===== src/rtl/conv_mdc_out_collector.sv =====
// Output collector for the MDC conv kernel: tags each beat with a frame-last flag,
// tracks the input position and buffers beats in a small FWFT FIFO towards the streamer.
module conv_mdc_out_collector #(
   parameter int unsigned DATA_WIDTH = 32,
   parameter int unsigned FIFO_DEPTH = 4
) (
   input  logic                  clk_i,
   input  logic                  rst_i,
   input  logic                  clear_i,
   input  logic                  start_i,
   input  logic [31:0]           width_i,
   input  logic [31:0]           height_i,
   input  logic [DATA_WIDTH-1:0] in_data_i,
   input  logic                  in_valid_i,
   output logic                  in_ready_o,
   output logic [DATA_WIDTH-1:0] out_data_o,
   output logic                  out_valid_o,
   input  logic                  out_ready_i,
   output logic                  out_last_o,
   output logic                  line_done_o,
   output logic                  frame_done_o,
   output logic                  busy_o,
   output logic [31:0]           col_o,
   output logic [31:0]           row_o
);

   localparam int unsigned AW = $clog2(FIFO_DEPTH);
   localparam int unsigned CW = AW + 1;

   typedef enum logic [1:0] {IDLE, RUN, DRAIN, DONE} state_t;

   state_t                state, state_nxt;
   logic [31:0]           width_q, height_q, col, row;
   logic [DATA_WIDTH-1:0] mem_data [FIFO_DEPTH];
   logic                  mem_last [FIFO_DEPTH];
   logic [AW-1:0]         wr_ptr, rd_ptr;
   logic [CW-1:0]         count;
   logic                  full, empty, push, pop;
   logic                  col_end, row_end, beat_last, line_done;

   assign full      = (count == CW'(FIFO_DEPTH));
   assign empty     = (count == '0);
   assign col_end   = (col == width_q - 32'd1);
   assign row_end   = (row == height_q - 32'd1);
   assign beat_last = col_end && row_end;
   assign push      = in_valid_i && in_ready_o;
   assign pop       = out_valid_o && out_ready_i;

   // Handshake outputs depend only on registered state, never on out_ready_i.
   assign in_ready_o   = (state == RUN) && !full;
   assign out_valid_o  = !empty;
   assign out_data_o   = empty ? '0 : mem_data[rd_ptr];
   assign out_last_o   = !empty && mem_last[rd_ptr];
   assign line_done_o  = line_done;
   assign frame_done_o = (state == DONE);
   assign busy_o       = (state != IDLE);
   assign col_o        = col;
   assign row_o        = row;

   always_comb begin
      state_nxt = state;
      case (state)
         IDLE:    if (start_i) state_nxt = (width_i == '0 || height_i == '0) ? DONE : RUN;
         RUN:     if (push && beat_last) state_nxt = DRAIN;
         DRAIN:   if (pop && out_last_o) state_nxt = DONE;
         DONE:    state_nxt = IDLE;
         default: state_nxt = IDLE;
      endcase
      if (clear_i) state_nxt = IDLE;
   end

   always_ff @(posedge clk_i or posedge rst_i) begin
      if (rst_i) begin
         state     <= IDLE;
         width_q   <= '0;
         height_q  <= '0;
         col       <= '0;
         row       <= '0;
         wr_ptr    <= '0;
         rd_ptr    <= '0;
         count     <= '0;
         line_done <= 1'b0;
      end else begin
         state     <= state_nxt;
         line_done <= 1'b0;
         if (clear_i) begin
            col    <= '0;
            row    <= '0;
            wr_ptr <= '0;
            rd_ptr <= '0;
            count  <= '0;
         end else begin
            if (state == IDLE && start_i) begin
               width_q  <= width_i;
               height_q <= height_i;
               col      <= '0;
               row      <= '0;
            end
            if (push) begin
               wr_ptr <= wr_ptr + AW'(1);
               // The final beat leaves col/row parked on the last position.
               if (col_end) begin
                  line_done <= 1'b1;
                  if (!row_end) begin
                     col <= '0;
                     row <= row + 32'd1;
                  end
               end else begin
                  col <= col + 32'd1;
               end
            end
            if (pop) rd_ptr <= rd_ptr + AW'(1);
            case ({push, pop})
               2'b10:   count <= count + CW'(1);
               2'b01:   count <= count - CW'(1);
               default: count <= count;
            endcase
         end
      end
   end

   always_ff @(posedge clk_i) begin
      if (push && !clear_i) begin
         mem_data[wr_ptr] <= in_data_i;
         mem_last[wr_ptr] <= beat_last;
      end
   end

endmodule


===== config.mk =====
export PLATFORM = sky130hd
export DESIGN_NAME = conv_mdc_out_collector
export DESIGN_NICKNAME = d
export VERILOG_FILES = /design/src/rtl/conv_mdc_out_collector.sv
export SDC_FILE = /design/constraint.sdc
export NUM_CORES = 1
export LEC_CHECK = 0
export CAP_MARGIN = 0
export CORE_MARGIN = 3
export CORE_UTILIZATION = 56
export CTS_CLUSTER_SIZE = 30
export DETAILED_ROUTE_END_ITERATION = 8
export PLACE_DENSITY = 0.82
export SYNTH_ARGS = -nofsm -noshare
export SYNTH_HDL_FRONTEND = slang
export SYNTH_SLANG_ARGS = --single-unit

===== constraint.sdc =====
create_clock -name clk_i -period 5.98 [get_ports clk_i]
set_clock_uncertainty 0.15 [all_clocks]
set_input_delay 0.598 -clock clk_i [delete_from_list [all_inputs] [get_ports clk_i]]
set_output_delay 0.598 -clock clk_i [all_outputs]
set_load 0.01 [all_outputs]

== After elaboration in Yosys (flattened, before gate mapping) ==
Memory sizes are Yosys's and may differ from the RTL's.
Cells that the tools add are included.

* Bits in registers: 138
* Bits in writable memories: 132
* Input port bits: 102
* Output and inout bits: 102
* Logic and storage cells: 82
* Memories: 2

* $add $sub $neg: 8
* Eq/ne operators: 11
* Mux-type cells: 28
* Bitwise gates (word level): 1
* Reduce and logical (&&, ||, !) cells: 23

{| class="wikitable"
|+ Memories
! memory !! words !! width !! read ports !! clocked after Yosys merged registers in !! wr ports !! line !! RTL
|-
| mem_data || 4 || 32 || 1 || 0 || 1 || 34 || <nowiki>logic [DATA_WIDTH-1:0] mem_data [FIFO_DEPTH];</nowiki>
|-
| mem_last || 4 || 1 || 1 || 0 || 1 || 35 || <nowiki>logic mem_last [FIFO_DEPTH];</nowiki>
|}

{| class="wikitable"
|+ Operators by type and width
! kind !! number
|-
| 2-to-1 mux 32 bit || 11
|-
| adder 32 x 1 -> 32 bit (second input constant) || 2
|-
| equality test 32 bit || 2
|-
| logical NOT 32 bit || 2
|-
| subtractor 32 x 1 -> 32 bit (second input constant) || 2
|-
| 2-to-1 mux 2 bit || 9
|-
| logical AND 1 bit || 9
|-
| case mux 2 bit (4 select lines) || 1
|-
| equality test 2 bit (second input constant) || 3
|-
| != test 3 bit (second input constant) || 2
|-
| case mux 3 bit (2 select lines) || 1
|-
| nonzero test 2 bit || 3
|-
| 2-to-1 mux 1 bit || 5
|-
| adder 2 x 1 -> 2 bit (second input constant) || 2
|-
| equality test 2 x 1 -> 1 bit (second input constant) || 2
|-
| adder 3 x 1 -> 3 bit (second input constant) || 1
|-
| equality test 3 bit (second input constant) || 1
|-
| logical NOT 1 bit || 3
|-
| logical NOT 3 bit || 1
|-
| 2-to-1 mux 3 bit || 1
|-
| != test 3 x 2 -> 1 bit (second input constant) || 1
|-
| AND reduction 3 bit || 1
|-
| nonzero test 3 bit || 1
|-
| subtractor 3 x 1 -> 3 bit (second input constant) || 1
|-
| 4 further kinds || 4
|}

== Longest topological paths before layout ==
Gate-level depths: netlist (run 1).

* Depth after elaboration: 8
* Gate-level depth with buffers: 14
* Mapped depth without buffers: 11

== Worst setup path before layout (run 1) ==
No wires, ideal clock.

* Path type: register to register
* Start: reg height_q[12]
* End: reg state[1]
* Setup time: 0.125 ns
* Arrival: 3.502 ns
* Required time: 5.705 ns
* Setup slack: 2.203 ns
* Cell stages (with the launch flop): 11
* Path buffers: 1
* Period minus slack after synthesis: 3.777 ns
* Cell sequence: dfrtp_1 or4_4 buf_6 or3_2 nor3b_2 o211a_1 o2111ai_1 or4_4 or4_4 o22a_4 mux2_4

* Longest elaborated chain between the ends: 6

{| class="wikitable"
|+ Ends and longest elaborated chain
! what !! line !! RTL
|-
| start, declared || 33 || <nowiki>logic [31:0] width_q, height_q, col, row;</nowiki>
|-
| start signal, assigned || 95 || <nowiki>height_q <= height_i;</nowiki>
|-
| subtractor 32 x 1 -> 32 bit || 44 || <nowiki>assign row_end = (row == height_q - 32'd1);</nowiki>
|-
| equality test 32 bit || 44 ||
|-
| logical AND 1 bit || 45 || <nowiki>assign beat_last = col_end && row_end;</nowiki>
|-
| logical AND 1 bit || 64 || <nowiki>RUN: if (push && beat_last) state_nxt = DRAIN;</nowiki>
|-
| != test 3 x 2 -> 1 bit (no source line) || -- ||
|-
| AND reduction 3 bit (no source line) || -- ||
|-
| end signal, assigned || 84 || <nowiki>state <= state_nxt;</nowiki>
|-
| end, declared || 32 || <nowiki>state_t state, state_nxt;</nowiki>
|}

No other way between the ends.
A chain may end at the register's enable or synchronous reset.

== Worst setup path after layout (run 1) ==
* Start: reg width_q[4]
* End: reg col[2] (netlist: col_o[2])

* Longest elaborated chain between the ends: 5

{| class="wikitable"
|+ Ends and longest elaborated chain
! what !! line !! RTL
|-
| start, declared || 33 ||
|-
| start signal, assigned || 94 || <nowiki>width_q <= width_i;</nowiki>
|-
| subtractor 32 x 1 -> 32 bit || 43 || <nowiki>assign col_end = (col == width_q - 32'd1);</nowiki>
|-
| equality test 32 bit || 43 ||
|-
| 2-to-1 mux 32 bit || 102 || <nowiki>if (col_end) begin</nowiki>
|-
| 2-to-1 mux 32 bit || 99 || <nowiki>if (push) begin</nowiki>
|-
| 2-to-1 mux 32 bit || 86 || <nowiki>if (clear_i) begin</nowiki>
|-
| end signal, assigned || 109 || <nowiki>col <= col + 32'd1;</nowiki>
|-
| end, declared || 33 ||
|}

No other way between the ends.

==> metrics.yaml, run 1 <==
detailed_routing:
  firstDrtPassIters: 6
  highest_layer: "met4"
  ant_nets: 0
  vias_per_cell: 6.26
  drc: 0
  wl_met3_mm: 2.85
  wl_met2_mm: 18.4
  wirelength_mm: 38.4
  wl_per_cell_um: 20.9
  drt_iter0_markers: 1008
  vias: 11500
  wl_met1_mm: 16.1
clock_network:
  htree_levels: 1
  clockBufferDepth: 3
  cts_tree: "done"
  cts.clk_slew.worst_paths_ns: 0.06
  clock-sinks: 270
  cts_hold_buf: 0
  cts_setup_buffers: 0
  post_cts_resized: 0
  cts_root_buf: "clkbuf_16"
  clock_latency_ns: 0.56
  cts_buffers: 29
setup_path:
  max_stage_delay_ns: 0.79
  start_kind: "flop"
  critical_path.cell_chain: "nor4_1, nand4_1, o31a_1, a2111oi_0, nand4_1, and4b_2, nand2b_2, buf_4, a32oi_1, o21ai_0"
  end_kind: "flop"
  cp.required_ns: 6.26
  crit_fanout: 36
  crit_path_top_delay_cell: "nor4_1"
  crit_top_cell: "nand4_1"
  worstPathArrival_ns: 4.88
  worstSetupPathType: "flop to flop"
timing:
  rsz0062_at_grt: "no"
  layout_min_cycle_time_ns: 4.59
  relSlewSlack_pct: 38.1
  tns_ns: 0
  holdWs_ns: 0.399
  worst_slew_pin_slew_ns: 0.929
  period_share_pct: 76.8
  max_freq_mhz: 218
  slew_violations: 0
  finalSetupViolCount: 0
  hold_viol: 0
global_routing:
  grt_pass1_vias: 11200
  grt_overflow_total: 0
  grt_max_degree: 94
  track_usage_pct: 26.9
  grt_pass1_wl_mm: 62.0
  antenna_found_initial: 0
logic_synthesis:
  synth_simple_gate_area_share_pct: 19.3
  synth_top_family_by_area: "simple AND/OR/NAND/NOR gates"
  yosysSeqAreaShare_pct: 50.5
  synth.cell_area_um2: 14700
  synth_compound_area_share_pct: 9.93
  synth_edf_count: 132
  synthAdderAreaFrac_pct: 1.24
  synth_mux_area_share_pct: 10.7
  synthesis.nets: 1429
  ys_warn_count: 0
  synth-xor-area-share_pct: 5.37
  synth_seq_cells: 270
  syn_inst: 1313
  ys.flop_type: "dfrtp_1"
  async_flop_share_pct: 51.1
  syn_avg_cell_area_um2: 11.2
  synth.distinct_cells: 80
floorplan:
  pin_count: 204
  die_area_um2: 28200
  die_h_um: 168
  rows: 58
  start_util_pct: 57.6
  die_w_um: 168
  core_um2: 25500
cells_and_area:
  syn_to_final_growth_pct: 21.7
  stdcell_count: 1834
  final_common_cell: "clkdlybuf4s50_1"
  final_layout_size_suffix_gt1_share_pct: 13.3
  design_area_um2: 17900
  final_cell_mix: "203 x clkdlybuf4s50_1, 136 x dfrtp_1, 132 x edfxtp_1"
  num-fill-cells: 1814
  fin_nets: 1596
flow_run:
  maxCapViolCount: 0
worst_hold_path:
  hp-class: "flop to flop"
power:
  power_density_nw_per_um2: 369
  power.leakage_uw: 0.00651
  ir_worst_vdd_mv: 0.292
placed_design:
  placed_cell_area_um2: 16900
  portBuffers: 203
  place_hpwl_mm: 26.4
  gp_congestion: 0.899
  dp_cells: 1779
outcome:
  status: "completed"
metal layers:
metal	up-vias	global-route usage (%)
li1	5280	-
met4	0	6.47
met2	476	44.4
met1	5644	38.5
met3	78	3.43
met5	-	0
registers in the layout (all words and copies together) (netlist names):
name	count
line_done_o	1
row_o	32
mem_last	4
col_o	32
width_q	32
count	3
wr_ptr	2
state	2
height_q	32
rd_ptr	2
mem_data	128
area by class of cell:
type | instances | area [um2] | share of cell area (%)
Clock inverter | 17 | 178 | 0.994
Sequential cell | 270 | 7420 | 41.5
Tap cell | 330 | 413 | 2.31
Multi-Input combinational cell | 936 | 6850 | 38.4
Inverter | 25 | 98.8 | 0.553
Timing Repair Buffer | 218 | 2140 | 12.0
Antenna cell | 1 | 2.50 | 0.0140
Clock buffer | 37 | 756 | 4.23
critical path, delay by kind of cell, from the launching register on:
| family | cells | cell delay, ns |
|---|---|---|
| compound gates | 4 | 1.18 |
| simple gates | 5 | 2.30 |
| flops | 1 | 0.43 |
| buf+inv | 1 | 0.40 |
metrics by stage:
stage | worst slack [ns] | power, uW | utilization [%]
floorplan | 1.54 | 4050 | -
detailed placement | 1.59 | 4840 | 66.5
global route | 0.842 | 6940 | 70.1
finish | 1.39 | 6600 | 70.1
CTS | 1.46 | 6610 | 70.1
global placement | 1.73 | 4770 | 66.5
cell usage after synthesis (5+ instances only):
cell       instances  share of area, %
o211ai_1          13              0.66
inv_1             25              0.64
mux2_2            64               4.9
nor3_1            42               1.4
nor2b_1            9              0.38
nand3b_1           6              0.31
clkbuf_1          64               1.6
a21oi_1           56               1.9
xnor2_1           55               3.3
edfxtp_1         132                27
nand2_1           90               2.3
a21o_1            26               1.3
nand4b_1           8              0.48
xor2_1            35               2.1
nor4b_1            6              0.36
a2111oi_0          5              0.30
or2_2             16              0.68
a31oi_1           16              0.68
mux2i_1            8              0.55
nor4_1            34               1.4
nand4_1           28               1.2
nand3_1           48               1.6
mux4_2            33               5.1
and3_1            12              0.51
and4_1             6              0.36
and2_1            48               2.0
or4_1             17              0.87
ha_1              13               1.1
a22oi_1           16              0.82
a32oi_1            6              0.36
nor2_1            68               1.7
nand2b_1          10              0.43
or3_1             27               1.2
buf_1             10              0.26
o21ai_0           41               1.4
dfrtp_1          138                24
logic make-up after synthesis:
group / after synthesis
flip-flops: 270
buffers and inverters: 107
AND/OR/NAND/NOR: 505
AO/OA/AOI/OAI: 220
XOR/XNOR: 90
multiplexers: 107
adder cells (fa/ha/maj): 14
power breakdown:
group	switching, uW	total [uW]	leakage (uW)	internal (uW)
clock	731	1760	0.000461	1030
sequential	448	2670	0.00296	2220
combinational	1030	2170	0.00309	1140
final timing paths:
path	slack [ns]	endpoint	start	depth (start not counted)
worst max-delay path	1.39	col_o[2]$_DFF_PP0_	width_q[4]$_DFFE_PP0P_	10
worst min register to register	0.40	width_q[31]$_DFFE_PP0P_	width_q[31]$_DFFE_PP0P_	1
worst max register to register	1.39	col_o[2]$_DFF_PP0_	width_q[4]$_DFFE_PP0P_	10
max in group asynchronous	4.13	row_o[13]$_DFF_PP0_	rst_i	3
min in group asynchronous	0.44	row_o[26]$_DFF_PP0_	rst_i	2
worst min-delay path	0.40	width_q[31]$_DFFE_PP0P_	width_q[31]$_DFFE_PP0P_	1
Power figures use the tool's default switching activity.
==> run 2, diff against run 1 <==
Settings changed: CORE_UTILIZATION 56 to 50, PLACE_DENSITY 0.82 to 0.78.
Clock period 5.98 ns to 3.9 ns, I/O delays scaled along.
==> metrics.yaml, run 2 (same netlist as run 1, synthesis figures left out) <==
detailed_routing:
  firstDrtPassIters: 6
  drc: 0
  vias: 11700
  wl_per_cell_um: 20.2
  drt_iter0_markers: 1207
  wirelength_mm: 39.2
  vias_per_cell: 6.03
  ant_nets: 0
timing:
  slew_violations: 0
  max_freq_mhz: 263
  holdWs_ns: 0.260
  period_share_pct: 97.3
  rsz0062_at_grt: "yes"
  layout_min_cycle_time_ns: 3.80
  finalSetupViolCount: 0
  worst_slew_pin_slew_ns: 0.783
  hold_viol: 0
  layout_setup_ws_ns: 0.104
  relSlewSlack_pct: 47.8
cells_and_area:
  final_common_cell: "clkdlybuf4s50_1"
  largest_register: "mem_data"
  final_cell_mix: "203 x clkdlybuf4s50_1, 135 x dfrtp_1, 132 x edfxtp_1"
  design_area_um2: 18700
  final_layout_size_suffix_gt1_share_pct: 18.3
  syn_to_final_growth_pct: 27.3
  fin_nets: 1654
  diodes: 0
  largest_reg_flops: 128
clock_network:
  clock_latency_ns: 0.55
  cts_tree: "done"
  cts.clk_slew.worst_paths_ns: 0.06
  cts_buffers: 29
  htree_levels: 1
  cts_root_buf: "clkbuf_16"
  clockBufferDepth: 3
  cts_hold_buf: 0
  clock-sinks: 270
floorplan:
  start_util_pct: 50.9
  die_area_um2: 31500
  die_w_um: 177
  die_h_um: 177
  rows: 62
  core_um2: 28900
  pin_count: 204
placed_design:
  pre_cts_slack_ns: 0.0479
  portBuffers: 203
  placed_cell_area_um2: 17400
  gp_congestion: 0.906
  place_hpwl_mm: 26.6
setup_path:
  worstSetupPathType: "flop to flop"
  timing.rr.end: "state[1]$_DFFE_PP0P_"
  reg2reg_slack_ns: 0.10
  timing.rr.start: "height_q[18]$_DFFE_PP0P_"
  crit_fanout: 5
  cp.required_ns: 4.19
  start_kind: "flop"
  worstPathArrival_ns: 4.09
  rr_worst_depth: 11
  end_kind: "flop"
power:
  power.leakage_uw: 0.00688
  power_density_nw_per_um2: 570
  ir_worst_vdd_mv: 0.374
global_routing:
  grt_overflow_total: 0
  track_usage_pct: 24.2
  grt_max_degree: 139
  grt_pass1_wl_mm: 61.2
  grt_pass1_vias: 11400
  antenna_found_initial: 0
worst_hold_path:
  hp-class: "input pin to asynchronous set/reset pin"
outcome:
  status: "completed"
flow_run:
  maxCapViolCount: 0
==> run 2: cell types whose count changed in the layout (fill, tap and decap cells not counted), sizes merged <==
cell	delta
inv	+1
clkbuf	-2
clkinvlp	+1
buf	+57
diode	-1
bufinv	+1
==> run 2: power breakdown <==
part | leakage, uW | total (uW) | switching (uW) | internal [uW]
registers | 0.00296 | 3960 | 546 | 3410
logic | 0.00343 | 3890 | 1840 | 2050
clock network | 0.000485 | 2810 | 1140 | 1670
total | 0.00688 | 10700 | 3530 | 7130
==> run 2: stage by stage <==
step	instances	util, %	TNS (ns)	total power (uW)
CTS	1933	63.8	0	10500
floorplan	1313	-	0	6210
detailed placement	1879	60.3	0	7660
finish	1945	64.8	0	10700
global placement	1879	60.3	0	7570
global route	1945	64.8	-0.0971	11200
==> run 2: layer usage <==
metal	up-vias	share of wire (%)	GRT usage (%)
met5	-	0	0
met4	0	2.1	5.30
met3	60	7.3	4.34
met2	451	49	40.5
met1	5835	42	33.2
li1	5388	-	-
==> run 2: what timing repair did <==
item,CTS,global route
setup endpoints to repair,0,70
resized for setup,0,44
buffers inserted,0,11
==> run 2: cell type report <==
type	instances	area, um2
repair buffers	276	2680
clock inverters	20	218
clock buffers	34	764
flip-flops and latches	270	7420
fillers	2223	10200
inverters	25	97.6
well taps	384	480
multi-input cells	936	7020
==> run 2: worst max path at each step <==
stage                                   startpoint              endpoint  slack, ns  depth (start not counted)
final                     height_q[18]$_DFFE_PP0P_  state[1]$_DFFE_PP0P_       0.10                         11
after CTS                  height_q[1]$_DFFE_PP0P_  state[1]$_DFFE_PP0P_       0.02                         11
after global routing       height_q[1]$_DFFE_PP0P_  state[1]$_DFFE_PP0P_      -0.02                          9
after global placement     height_q[1]$_DFFE_PP0P_  state[1]$_DFFE_PP0P_       0.12                         11
after detailed placement   height_q[1]$_DFFE_PP0P_  state[1]$_DFFE_PP0P_       0.05                         11
after floorplan           height_q[12]$_DFFE_PP0P_  state[1]$_DFFE_PP0P_       0.12                         10
==> run 2: critical path, stage by stage (launching register included) <==
cell and delay (ns):
dfrtp_1 0.37, or4_4 0.55, buf_4 0.16, nor4_4 0.19, buf_4 0.17, a21boi_1 0.07
or4_1 0.46, and3_2 0.21, or2b_2 0.34, or4_4 0.49, o22a_4 0.23, mux2_4 0.29
